File: config.mk
export PLATFORM = sky130hd
export DESIGN_NAME = velocity_step_gen
export DESIGN_NICKNAME = d
export VERILOG_FILES = /design/src/rtl/velocity_step_gen.sv
export SDC_FILE = /design/constraint.sdc
export NUM_CORES = 1
export LEC_CHECK = 0
export CORE_UTILIZATION = 45
export CTS_CLUSTER_SIZE = 14
export DETAILED_ROUTE_END_ITERATION = 12
export SLEW_MARGIN = 20
export SYNTH_ARGS = -nofsm -noshare
export SYNTH_HDL_FRONTEND = slang
export SYNTH_SLANG_ARGS = --single-unit
File: constraint.sdc
create_clock -name clk -period 11.29 [get_ports clk]
set_clock_uncertainty 0.15 [all_clocks]
set_input_delay 1.6935 -clock clk [delete_from_list [all_inputs] [get_ports clk]]
set_output_delay 1.6935 -clock clk [all_outputs]
set_load 0.005 [all_outputs]
File: src/rtl/velocity_step_gen.sv
// Converts a 0..MAX_LEVEL speed level into single-cycle step pulses whose rate doubles per level.
// Optional accel/decel ramp at step boundaries: define VELOCITY_RAMP_EN.
module velocity_step_gen #(
    parameter int unsigned LEVEL_W   = 3,
    parameter int unsigned MAX_LEVEL = 4,
    parameter int unsigned BASE_DIV  = 25_000_000,
    parameter int unsigned CNT_W     = 25
) (
    input  logic               clk,
    input  logic               rst_n,
    input  logic [LEVEL_W-1:0] level,
    input  logic               en,
    output logic               step,
    output logic [LEVEL_W-1:0] cur_level,
    output logic               running,
    output logic [15:0]        step_cnt
);

    typedef enum logic {IDLE, RUN} state_t;

    localparam logic [LEVEL_W-1:0] MAX_L = LEVEL_W'(MAX_LEVEL);
    localparam logic [CNT_W-1:0]   BASE  = CNT_W'(BASE_DIV);

    state_t             state_q, state_d;
    logic [CNT_W-1:0]   cnt_q, cnt_d;
    logic [LEVEL_W-1:0] cur_level_q, cur_level_d;
    logic               step_q, step_d;
    logic [15:0]        step_cnt_q, step_cnt_d;

    logic [LEVEL_W-1:0] lvl_c;
    logic [LEVEL_W-1:0] shamt;
    logic [CNT_W-1:0]   period_m1;
    logic [LEVEL_W-1:0] next_level;

    assign lvl_c     = (level > MAX_L) ? MAX_L : level;
    // Only meaningful in RUN, where cur_level_q >= 1.
    assign shamt     = cur_level_q - LEVEL_W'(1);
    assign period_m1 = (BASE >> shamt) - CNT_W'(1);

`ifdef VELOCITY_RAMP_EN
    always_comb begin
        next_level = lvl_c;
        if (cur_level_q < lvl_c)
            next_level = cur_level_q + LEVEL_W'(1);
        else if (cur_level_q > lvl_c)
            next_level = cur_level_q - LEVEL_W'(1);
    end
`else
    assign next_level = lvl_c;
`endif

    always_comb begin
        state_d     = state_q;
        cnt_d       = cnt_q;
        cur_level_d = cur_level_q;
        step_d      = 1'b0;
        step_cnt_d  = step_cnt_q;
        unique case (state_q)
            IDLE: begin
                cnt_d = '0;
                if (en && (lvl_c != '0)) begin
                    state_d = RUN;
`ifdef VELOCITY_RAMP_EN
                    cur_level_d = LEVEL_W'(1);
`else
                    cur_level_d = lvl_c;
`endif
                end else begin
                    cur_level_d = '0;
                end
            end
            RUN: begin
                if (!en) begin
                    state_d     = IDLE;
                    cnt_d       = '0;
                    cur_level_d = '0;
                end else if (cnt_q == period_m1) begin
                    step_d      = 1'b1;
                    step_cnt_d  = step_cnt_q + 16'd1;
                    cnt_d       = '0;
                    cur_level_d = next_level;
                    if (next_level == '0)
                        state_d = IDLE;
                end else begin
                    cnt_d = cnt_q + CNT_W'(1);
                end
            end
            default: state_d = IDLE;
        endcase
    end

    always_ff @(posedge clk or negedge rst_n) begin
        if (!rst_n) begin
            state_q     <= IDLE;
            cnt_q       <= '0;
            cur_level_q <= '0;
            step_q      <= 1'b0;
            step_cnt_q  <= '0;
        end else begin
            state_q     <= state_d;
            cnt_q       <= cnt_d;
            cur_level_q <= cur_level_d;
            step_q      <= step_d;
            step_cnt_q  <= step_cnt_d;
        end
    end

    assign step      = step_q;
    assign cur_level = cur_level_q;
    assign running   = (state_q == RUN);
    assign step_cnt  = step_cnt_q;

endmodule

After elaboration in Yosys (flattened, before gate mapping)
Index checks and enable logic that the tools add are counted.
{"block": "word_totals", "regBits": 46, "input_bits": 6, "word_cells": 34}
{"block": "classes", "add_sub_neg": 4, "magnitude_cmp": 1, "eq_ne": 2, "n_shift": 1, "mux": 16, "bitwise": 1, "reduce_logical": 4}
{"cell": "25-bit two-way mux", "count": 2}
{"cell": "25-bit case mux with 2 select lines", "count": 1}
{"cell": "25-bit by 1-bit adder with 25-bit output, second input constant", "count": 1}
{"cell": "25-bit equality test", "count": 1}
{"cell": "25-bit by 3-bit >> shifter with 25-bit output, first input constant", "count": 1}
{"cell": "25-bit by 1-bit subtractor with 25-bit output, second input constant", "count": 1}
{"cell": "16-bit by 1-bit adder with 16-bit output, second input constant", "count": 1}
{"cell": "3-bit two-way mux", "count": 4}
{"cell": "1-bit two-way mux", "count": 7}
{"cell": "3-bit case mux with 2 select lines", "count": 1}
{"cell": "3-bit greater-than comparator, second input constant", "count": 1}
{"cell": "3-bit logical NOT", "count": 1}
{"cell": "3-bit by 2-bit != test with 1-bit output, second input constant", "count": 1}
{"cell": "3-bit AND reduction", "count": 1}
{"cell": "3-bit nonzero test", "count": 1}
{"cell": "3-bit by 1-bit subtractor with 3-bit output, second input constant", "count": 1}
{"cell": "1-bit case mux with 2 select lines", "count": 1}
{"cell": "1-bit logical AND", "count": 1}
{"cell": "1-bit inverter", "count": 1}

Longest topological paths before layout
Gate-level depths: netlist (run 1).
{"block": "depth", "depth_word": 7, "depth_mapped": 21, "mapped_depth_nobuf": 13}

Least setup slack after synthesis (run 1)
No wires, ideal clock.
{"block": "synth_path", "path_kind": "reg2reg", "startpoint": "register cur_level_q[0] (netlist: cur_level[0])", "endpoint": "register step_cnt_q[1] (netlist: step_cnt[1])", "setup_time_ns": 0.125, "t_arrival_ns": 3.936, "slack_ns": 7.079, "stages_incl_launch_ff": 20, "n_path_buf": 6, "cell_sequence": "dfrtp_1 buf_2 inv_1 ha_1 buf_6 inv_1 ha_1 buf_2 buf_2 buf_2 nand2_1 ha_1 clkbuf_1 nor2b_1 nand3_1 o21ai_0 a2111oi_4 nand4_4 nor3_4 mux2_2"}
{"block": "synth_via", "elab_chain_cells": 5}
{"element": "start, declared", "line": "26", "text": "logic [LEVEL_W-1:0] cur_level_q, cur_level_d;"}
{"element": "start signal, assigned", "line": "102", "text": "cur_level_q <= cur_level_d;"}
{"element": "3-bit by 1-bit subtractor with 3-bit output", "line": "37", "text": "assign shamt = cur_level_q - LEVEL_W'(1);"}
{"element": "25-bit by 3-bit >> shifter with 25-bit output", "line": "38", "text": "assign period_m1 = (BASE >> shamt) - CNT_W'(1);"}
{"element": "25-bit by 1-bit subtractor with 25-bit output", "line": "38"}
{"element": "25-bit equality test", "line": "77", "text": "end else if (cnt_q == period_m1) begin"}
{"element": "3-bit AND reduction (no line)"}
{"element": "end signal, assigned", "line": "104", "text": "step_cnt_q <= step_cnt_d;"}
{"element": "end, declared", "line": "28", "text": "logic [15:0] step_cnt_q, step_cnt_d;"}
Every way passes these cells.
A chain may end at the register's enable or synchronous reset.

Worst setup path in the final report (run 1)
{"block": "layout_path", "startpoint": "register cur_level_q[0] (netlist: cur_level[0])", "endpoint": "register cnt_q[4]"}
{"block": "layout_via", "elab_chain_cells": 7}
{"element": "3-bit by 1-bit subtractor with 3-bit output", "line": "37"}
{"element": "25-bit by 3-bit >> shifter with 25-bit output", "line": "38"}
{"element": "25-bit by 1-bit subtractor with 25-bit output", "line": "38"}
{"element": "25-bit equality test", "line": "77"}
{"element": "25-bit two-way mux", "line": "77"}
{"element": "25-bit two-way mux", "line": "73", "text": "if (!en) begin"}
{"element": "25-bit case mux with 2 select lines", "line": "58", "text": "unique case (state_q)"}
{"element": "net cnt_d[4]", "line": "25", "text": "logic [CNT_W-1:0] cnt_q, cnt_d;"}
{"element": "end signal, assigned", "line": "101", "text": "cnt_q <= cnt_d;"}
{"element": "end, declared", "line": "25"}
The timed path passes the listed nets, and every way through them passes these cells.

==> results, run 1 <==
- The number of slew-limit violations in the final report was 0.
- The CTS tree is done.
- Ranked by total cell area, the synthesized netlist is headed by dfrtp_1, xor2_1, xnor2_1.
- The die covers 7730 um^2.
- The worst hold path belongs to the class register to register.
- The CTS buffer count is 5.
- For this run, the top clock speed supported by timing is 190 MHz.
- The global placer's final weighted congestion is 0.885.
- The final-report hold violation count is 0.
- Global routing finished with a remaining overflow of 0.
- The largest driver fanout on the critical path is 25.
- The max-capacitance violation count is 0.
- The synthesized instance count is 356.
- The area of the core region is 6940 um^2.
- The flow ran to the end, and the final reports show no timing, DRC or antenna violations.
- The total routed wirelength is 7.67 mm.
- Detailed placement finished with a half-perimeter wire length of 5.47 mm.
- The multi-input combinational cell area is 2000 um^2.
- The pre-antenna-repair detailed-routing pass consisted of 4 iterations.
- The synthesized design contains 46 register bits.
- The worst path required time is 11320 ps.
- Counting flops with a built-in enable in the synthesized netlist gives 0.
- In this run the tightest slew margin relative to its limit is 0.596.
- Counting every net in the synthesized netlist gives 375.
- The transition at the pin with the smallest max-transition slack is 607 ps.
- After floorplanning, the core was divided into 30 placement rows.
- The number of antenna cells inserted is 0.
- The share of synthesized flip-flops with an asynchronous set or reset is 1.00.
- The H-tree generated during clock tree synthesis spans 2 levels.
- Setup violations remaining at the end of the flow were counted as 0.
- Counting I/O delays and the setup requirement, the final critical path takes 5260 ps.
- Setup repair after global routing left no endpoint under its margin.
- The biggest area contributor in the post-synthesis netlist is dfrtp_1.
- The worst setup path is captured at a register.
- The final worst-path cycle share is 0.466.
- For this design the ratio of total power to cell area is 102 nW/um^2.
- The via count normalized by instance count is 5.62.
- The sequential cell area in the final layout is 1150 um^2.
- The synthesized netlist occupies a cell area of 3320 um^2.
- The predominant post-synthesis flop cell is dfrtp_1.
- Once detail routing completed, the nets flagged for antenna violations numbered 0.
- The post-CTS repair timing setup buffer count is 0.
- The critical path startpoint category is a register.
- The number of antenna violations at the first check in global routing was 0.
- Buffers placed on the I/O ports in this run total 26.
- The number of warnings reported in the yosys synthesis log is 0.
- The fraction of layout instances using a drive strength above 1 is 0.0811.
- In this run, the number of DRC markers left after iteration 0 of detailed routing was 233.
- Across every metal layer, demand over resource in global routing totals 0.214.
- The most repeated cell in the gate-level netlist after synthesis is dfrtp_1.
- The total negative slack is 0 ps.
- The clock latency at the later pin of the worst-skew pair is 310 ps.
- The distinct cell type count after synthesis is 61.
- The first global-routing pass estimated 12.4 mm of wire.
- The number of filler cells placed in the layout is 672.
- VDD sags by at most 0.0000408 V.
- In the final routed layout, each cell accounts on average for 16.5 um.
- The smallest hold slack is 326 ps.
- The number of global-route vias before repair is 2361.
- Clock tree synthesis found a total of 46 sinks.
- In this run the horizontal extent of the chip is 87.9 um.
- For this design the static power due to leakage is 0.00161 uW.
- The via count of the routed design is 2618.
- The share of the synthesized area in the top cell type is 0.346.
- Entering global routing, the biggest net connects 47 pins.
- The initial core utilization is 0.479.
- The area growth from synthesis to layout is 11.5%.
- Once routing completed, OpenROAD measured the worst setup slack at 6030 ps.
- In this run the clock root is driven by a clkbuf_8.
- The count of cells resized by post-cts repair is 0.
- Sorting the synthesized cells by how often they occur yields dfrtp_1, nor2_1, xor2_1, nand2_1, xnor2_1.
- The final layout contains 389 nets.
- The data arrival time of the critical path is 5290 ps.
- The buffer depth of the longest clock path is 2.
- Clock-pin slew was measured on the worst setup and hold paths at 80 ps.
- The kind of critical path is register to register.
- The worst setup slack before clock tree synthesis is 6060 ps.
- Pin placement for this block handled 27 I/O pins.
- Buffers inserted to repair hold after CTS numbered 0.
- The average instance in the mapped netlist occupies 9.33 um^2.
- From bottom edge to top edge, the die measures 87.9 um.
- The post-detailed-route DRC marker count is 0.
- The part of the Yosys area used for sequential elements is 0.346.
[cell type report]
type                       count  share of cell area
multi-input combinational    277               0.541
tap                           96              0.0324
clock buffer                   6              0.0223
sequential                    46               0.311
timing repair buffer          28              0.0736
clock inverter                 1             0.00811
inverter                      12              0.0122
[per-stage QoR]
| step | utilization | power, uW | area [um^2] | cells |
|---|---|---|---|---|
| 2_1_floorplan | - | 235 | 3320 | 356 |
| 4_1_cts | 0.533 | 381 | 3700 | 466 |
| 5_1_grt | 0.534 | 397 | 3700 | 466 |
| 3_5_place_dp | 0.517 | 253 | 3590 | 459 |
| 6_report | 0.534 | 379 | 3700 | 466 |
| 3_3_place_gp | 0.517 | 254 | 3590 | 459 |
[final timing paths]
check	cells after the start	slack [ps]	endpoint	start
max	15	6030	cnt_q[4]	cur_level[0]
min	1	330	step_cnt[15]	step_cnt[15]
max reg2reg	15	6030	cnt_q[4]	cur_level[0]
min reg2reg	1	330	step_cnt[15]	step_cnt[15]
max in group asynchronous	1	9340	step_cnt[0]	rst_n
min in group asynchronous	1	1230	cnt_q[0]	rst_n
[placed cells by master (no fill, tap or decap), drive strengths merged, types with 6 or more instances in the layout]
| cell | count |
|---|---|
| nor3 | 22 |
| nand2 | 25 |
| xnor2 | 23 |
| and3 | 16 |
| nand3 | 14 |
| nor2 | 40 |
| mux2i | 7 |
| o21ai | 7 |
| dfrtp | 46 |
| clkdlybuf4s50 | 25 |
| clkbuf | 6 |
| inv | 12 |
| xor2 | 31 |
| a21oi | 9 |
| nand2b | 7 |
| ha | 13 |
| nand4 | 8 |
[per-layer routing]
| metal | global-route usage | vias to the layer above | routed length, um |
|---|---|---|---|
| met3 | 0.0330 | 7 | 311 |
| li1 | - | 1268 | - |
| met4 | 0.0566 | 0 | 80 |
| met1 | 0.321 | 1287 | 3840 |
| met2 | 0.319 | 56 | 3430 |
| met5 | 0 | - | 0 |
[power by group]
group | total [uW] | internal, uW | leakage, uW | switching (uW)
combinational | 81.0 | 33.1 | 0.000920 | 47.8
clock | 128 | 70.9 | 0.0000573 | 57.0
sequential | 170 | 166 | 0.000637 | 3.69
[worst max-delay path: stages, from the launching register on]
cell       delay [ps]
dfrtp_1           580
inv_1             280
ha_1              460
inv_1             170
ha_1              630
buf_4             320
nand2_1            80
ha_1              310
nor2b_1           190
nand3_1           110
o21ai_0           140
a2111oi_4         430
nand4_4           370
o21bai_2          420
buf_4             350
nor2_1             90
[flip-flops by register name, indices dropped and copies added (netlist names)]
name	cells
cnt_q	25
running	1
step_cnt	16
cur_level	3
step	1
[logic make-up (layout without fill, tap and decap cells)]
family	count (synthesis)	count (layout)	share of synthesized area
and+or+nand+nor	154	154	0.265
xor gates and xnor gates	56	56	0.156
AOI/OAI and AO/OA	46	46	0.108
DFF	46	46	0.346
buffers and inverters	33	47	0.0508
adders and majority gates	13	13	0.0489
muxes	8	8	0.0245
Note: power is estimated with default switching activity, not from simulation.
==> run 2, diff against run 1 <==
==> constraint.sdc (replaced) <==
create_clock -name clk -period 5.4 [get_ports clk]
set_clock_uncertainty 0.15 [all_clocks]
set_input_delay 0.81 -clock clk [delete_from_list [all_inputs] [get_ports clk]]
set_output_delay 0.81 -clock clk [all_outputs]
set_load 0.005 [all_outputs]
==> results, run 2 (same netlist as run 1, synthesis figures left out) <==
- The flow ran to the end, and the final reports show no timing, DRC or antenna violations.
- The sink count of the clock tree came to 46 (unchanged).
- The critical path startpoint category is a register.
- The width of the chip is 87.9 um (unchanged).
- The total congestion overflow is 0 (unchanged).
- The CTS buffer count is 5 (unchanged).
- The clock latency at the later pin of the worst-skew pair is 310 ps (about the same).
- The final worst-path cycle share is 0.841 (+0.375).
- The leakage power summed over all cells is 0.00163 uW (+0.70%).
- The iteration-0 DRC count of the detailed router is 163 (-30%).
- The total half-perimeter wirelength after legalization and detailed placement was 5.41 mm (-1.1%).
- The via count normalized by instance count is 5.52 (-1.8%).
- The number of iterations in the first detailed-routing pass came to 4 (unchanged).
- The post-CTS repair timing setup buffer count came to 0 (unchanged).
- The post-layout minimum cycle time is 4540 ps (-719 ps).
- The worst setup slack before clock tree synthesis is 882 ps (-5180 ps).
- The boundary pin count is 27 (unchanged).
- The maximum VDD drop is 0.000149 V (+260%).
- The setup violation total in the final timing report is 0 (unchanged).
- The area of the core region is 6940 um^2 (unchanged).
- The number of antenna cells inserted is 0 (unchanged).
- The via count of the routed design is 2583 (-1.3%).
- The die extent in y came to 87.9 um (unchanged).
- The number of flip-flops under the largest register name is 25 (unchanged).
- The CTS clock-pin slew for the worst setup and hold paths came to 100 ps (+20 ps).
- The buffer depth of the longest clock path is 2 (unchanged).
- The kind of capture point of the worst setup path is a register.
- The end-of-flow core utilization was 0.537 (+0.00342).
- The total routed wirelength is 7.52 mm (-1.9%).
- The number of slew-limit violations in the final report came to 0 (unchanged).
- Compared with the post-synthesis result, the final layout area differs by 12.2%.
- The post-detailed-route DRC marker count is 0 (unchanged).
- The number of nets in the finished design is 390 (+0.26%).
- The initial core utilization was 0.479 (unchanged).
- The post-detailed-route count of antenna-violating nets is 0 (unchanged).
- The CTS tree is done.
- Setup repair after global routing left no endpoint under its margin.
- The count of cells resized by post-cts repair is 0 (unchanged).
- The number of core rows was 30 (unchanged).
- The area of the die is 7730 um^2 (unchanged).
- The wire length per cell after detailed routing is 16.1 um (-2.3%).
- Leaving out fill and tap cells, the most frequent cells in the layout are dfrtp_1, nor2_1, xor2_1.
- The post-route worst setup slack is 860 ps (-5170 ps).
- The worst setup path is of the register to register kind.
- The worst slew margin relative to its limit came to 0.593 (-0.00262).
- The final-report hold violation count was 0 (unchanged).
- The largest driver fanout on the critical path was 25 (unchanged).
- The aggregate global-route resource usage is 0.211 (-0.00311).
- The wire length of the first global-routing pass is 12.3 mm (-1.1%).
- The register bank with the most flops is cnt_q.
- The transition at the pin with the smallest max-transition slack is 611 ps (+3.93 ps).
- The number of global-route vias before repair is 2358 (-0.13%).
- The peak clock frequency supported by timing is 220 MHz (+16%).
- The smallest hold slack is 336 ps (+10.4 ps).
- The data arrival time of the critical path is 4600 ps (-690 ps).
- The post-cts hold buffer count is 0 (unchanged).
- The type of the most critical hold path is register to register.
- The number of antenna violations at the first check in global routing is 0 (unchanged).
- The total negative slack was 0 ps (unchanged).
- The fraction of layout instances using a drive strength above 1 was 0.0860 (+0.00494).
- The worst path required time is 5450 ps (-5870 ps).
- The count of port buffers added during placement is 26 (unchanged).
- The power density normalized to cell area is 215 nW/um^2 (+110%).
- The final instance area came to 3730 um^2 (+0.64%).
- The global placer's final weighted congestion is 0.872 (-1.5%).
- The placed instance area is 3610 um^2 (+0.56%).
- The maximum number of pins on one net before global-route repair was 47 (unchanged).
- The depth of the CTS H-tree is 2 (unchanged).
- The root cell of the clock tree is clkbuf_8.
- The library cell used most frequently in the layout, excluding fill and tap cells, is dfrtp_1.
- The max-capacitance violation count is 0 (unchanged).
run 2: path summary, 6_finish.rpt:
| kind | startpoint | end | slack (ps) | cells after the start |
|---|---|---|---|---|
| setup / recovery | cur_level[0] | cnt_q[23] | 860 | 12 |
| hold / removal | step_cnt[15] | step_cnt[15] | 340 | 1 |
| setup reg to reg | cur_level[0] | cnt_q[23] | 860 | 12 |
| hold reg to reg | step_cnt[15] | step_cnt[15] | 340 | 1 |
| max in group asynchronous | rst_n | cur_level[0] | 4340 | 1 |
| min in group asynchronous | rst_n | cnt_q[16] | 350 | 1 |
run 2: through the flow:
stage               power (uW)  std cells
finish                     803        468
global route               837        468
CTS                        809        468
detailed placement         532        460
global placement           532        460
floorplan                  492        356
run 2: report_power, final:
group | internal, uW | switching (uW) | leakage (uW)
Clock | 141 | 136 | 0.0000591
Combinational | 70.5 | 100 | 0.000930
Sequential | 348 | 7.40 | 0.000637
Total | 560 | 243 | 0.00163
run 2: layer usage:
layer / track usage / routed length, um / vias to the layer above
met5: 0 / 0 / -
met2: 0.314 / 3310 / 59
li1: - / - / 1264
met3: 0.0320 / 293 / 7
met4: 0.0566 / 94 / 0
met1: 0.317 / 3830 / 1253
run 2: final cells by class:
class	instances	area, um^2
Clock buffer	5	68.8
Timing Repair Buffer	29	293
Inverter	12	45.0
Multi-Input combinational cell	277	2000
Fill cell	621	3220
Sequential cell	46	1150
Clock inverter	3	47.5
Tap cell	96	120
run 2: critical path: stages (launching register included):
cell	delay, ps
dfrtp_1	590
inv_1	320
ha_1	460
inv_1	170
ha_1	500
inv_1	280
o21a_4	300
xnor3_1	380
a2111oi_4	350
nand4_4	190
o21bai_2	420
buf_12	230
nor2_1	70
==> run 3, diff against run 2 <==
==> constraint.sdc (replaced) <==
create_clock -name clk -period 4.2 [get_ports clk]
set_clock_uncertainty 0.15 [all_clocks]
set_input_delay 0.63 -clock clk [delete_from_list [all_inputs] [get_ports clk]]
set_output_delay 0.63 -clock clk [all_outputs]
set_load 0.005 [all_outputs]
==> results, run 3 (same netlist as run 1, synthesis figures left out) <==
- Setup repair after global routing left no endpoint under its margin.
- The number of core rows came to 30 (unchanged).
- The peak clock frequency supported by timing was 261 MHz (+19%).
- The final worst-path cycle share is 0.912 (+0.0708).
- The iteration-0 DRC count of the detailed router is 159 (-2.5%).
- The aggregate global-route resource usage was 0.212 (+0.000863).
- The total negative slack is 0 ps (unchanged).
- The boundary pin count is 27 (unchanged).
- The via count of the routed design is 2631 (+1.9%).
- The leading cell type in the layout, fill and taps excluded is dfrtp_1.
- The final-report hold violation count is 0 (unchanged).
- The number of nets in the finished design came to 395 (+1.3%).
- The number of antenna violations at the first check in global routing is 0 (unchanged).
- The post-CTS repair timing setup buffer count is 0 (unchanged).
- The routed length on met2 is 3.32 mm (+0.39%).
- The number of antenna cells inserted came to 0 (unchanged).
- The number of global-route vias before repair was 2436 (+3.3%).
- The maximum number of pins on one net before global-route repair came to 47 (unchanged).
- The global placer's final weighted congestion is 0.934 (+7.1%).
- The kind of critical path is register to register.
- The total half-perimeter wirelength after legalization and detailed placement is 5.47 mm (+1.1%).
- The post-detailed-route DRC marker count is 0 (unchanged).
- The total routed wirelength is 7.54 mm (+0.24%).
- The depth of the CTS H-tree is 2 (unchanged).
- The clock latency at the later pin of the worst-skew pair is 300 ps (about the same).
- The initial core utilization is 0.479 (unchanged).
- The kind of capture point of the worst setup path is a register.
- The wire length per cell after detailed routing is 16.0 um (-0.61%).
- The critical path startpoint category is a register.
- The post-detailed-route count of antenna-violating nets is 0 (unchanged).
- The top cell types in the final layout, fill and taps aside, are dfrtp_1, nor2_1, xor2_1.
- The leakage power summed over all cells is 0.00163 uW (about the same).
- The layout overhead on the synthesized area is 12.3%.
- The data arrival time of the critical path was 3870 ps (-730 ps).
- The worst path required time is 4240 ps (-1210 ps).
- The type of the most critical hold path is input pin to async pin.
- The internal reg-to-reg setup slack was 370 ps (-490 ps).
- The count of port buffers added during placement is 26 (unchanged).
- The total congestion overflow is 0 (unchanged).
- The register bank with the most flops is cnt_q.
- The width of the chip came to 87.9 um (unchanged).
- The count of cells resized by post-cts repair was 0 (unchanged).
- TritonCTS built the clock tree.
- The largest driver fanout on the critical path is 15 (-40%).
- The die extent in y is 87.9 um (unchanged).
- The maximum VDD drop is 0.000120 V (-19%).
- The buffer depth of the longest clock path is 2 (unchanged).
- The sink count of the clock tree is 46 (unchanged).
- The CTS clock-pin slew for the worst setup and hold paths was 90 ps (about the same).
- The max-capacitance violation count is 0 (unchanged).
- Clock tree synthesis selected as its root buffer the cell clkbuf_8.
- The power density normalized to cell area came to 255 nW/um^2 (+19%).
- The routed metal-1 wire length is 3.63 mm (-5.2%).
- The CTS buffer count is 5 (unchanged).
- The end-of-flow core utilization is 0.538 (+0.000721).
- The number of slew-limit violations in the final report is 0 (unchanged).
- The number of iterations in the first detailed-routing pass is 4 (unchanged).
- The transition at the pin with the smallest max-transition slack is 554 ps (-56.1 ps).
- The total met3 wirelength after detailed routing is 413 um (+41%).
- The wire length of the first global-routing pass is 12.6 mm (+1.9%).
- The post-layout minimum cycle time is 3830 ps (-712 ps).
- The run finished with clean final reports.
- The highest metal layer carrying signal wires in the routed design is met4.
- The number of flip-flops under the largest register name is 25 (unchanged).
- The via count normalized by instance count is 5.57 (+1.0%).
- The area of the core region was 6940 um^2 (unchanged).
- The area of the die was 7730 um^2 (unchanged).
- The post-cts hold buffer count is 0 (unchanged).
- The setup violation total in the final timing report is 0 (unchanged).
- The fraction of layout instances using a drive strength above 1 is 0.0984 (+0.0124).
- The worst slew margin relative to its limit was 0.621 (+0.0279).
run 3: changes by cell type in the layout (fill, tap and decap cells not counted), sizes merged:
cell      before  now
buf            4    9
bufinv         1    0
clkinvlp       0    2
inv           14   12
run 3: per-stage QoR:
stage                     hold slack [ps]  cell area [um^2]  power (uW)  std cells  worst slack, ps
final                                 176              3730         953        472              371
after CTS                             323              3730         962        472              382
after global routing                  223              3730        1000        472              107
after floorplan                       184              3320         633        356             45.2
after detailed placement              310              3650         691        465              412
after global placement                307              3650         692        465              507
run 3: final timing paths:
check / cells after the start / end / start
min reg2reg: 1 / step_cnt[15] / step_cnt[15]
min in group clk: 1 / step_cnt[15] / step_cnt[15]
min: 1 / cnt_q[22] / rst_n
max in group asynchronous: 1 / running / rst_n
max: 12 / step_cnt[1] / cur_level[1]
max reg2reg: 12 / step_cnt[1] / cur_level[1]
run 3: critical path: stages, from the launching register on:
cell	delay, ps
dfrtp_1	460
inv_1	210
ha_1	210
inv_1	90
ha_1	390
inv_1	230
o21a_4	280
xnor3_1	390
a2111oi_4	350
nand4_4	140
buf_4	240
nor3_4	230
mux2_2	360
run 3: where the power goes:
part	leakage [uW]	internal [uW]	switching, uW
registers	0.000637	447	7.54
clock network	0.0000362	114	155
logic	0.000954	97.1	133
run 3: routing by layer:
layer,vias to the layer above,GRT usage
met2,74,0.307
li1,1274,-
met5,-,0
met1,1270,0.317
met4,0,0.0760
met3,13,0.0311
run 3: cell type report:
class                           count  area [um^2]
Fill cell                         643         3210
Timing Repair Buffer               34          330
Tap cell                           96          120
Inverter                           12         45.0
Clock inverter                      2         15.0
Clock buffer                        5         68.8
Sequential cell                    46         1150
Multi-Input combinational cell    277         2000
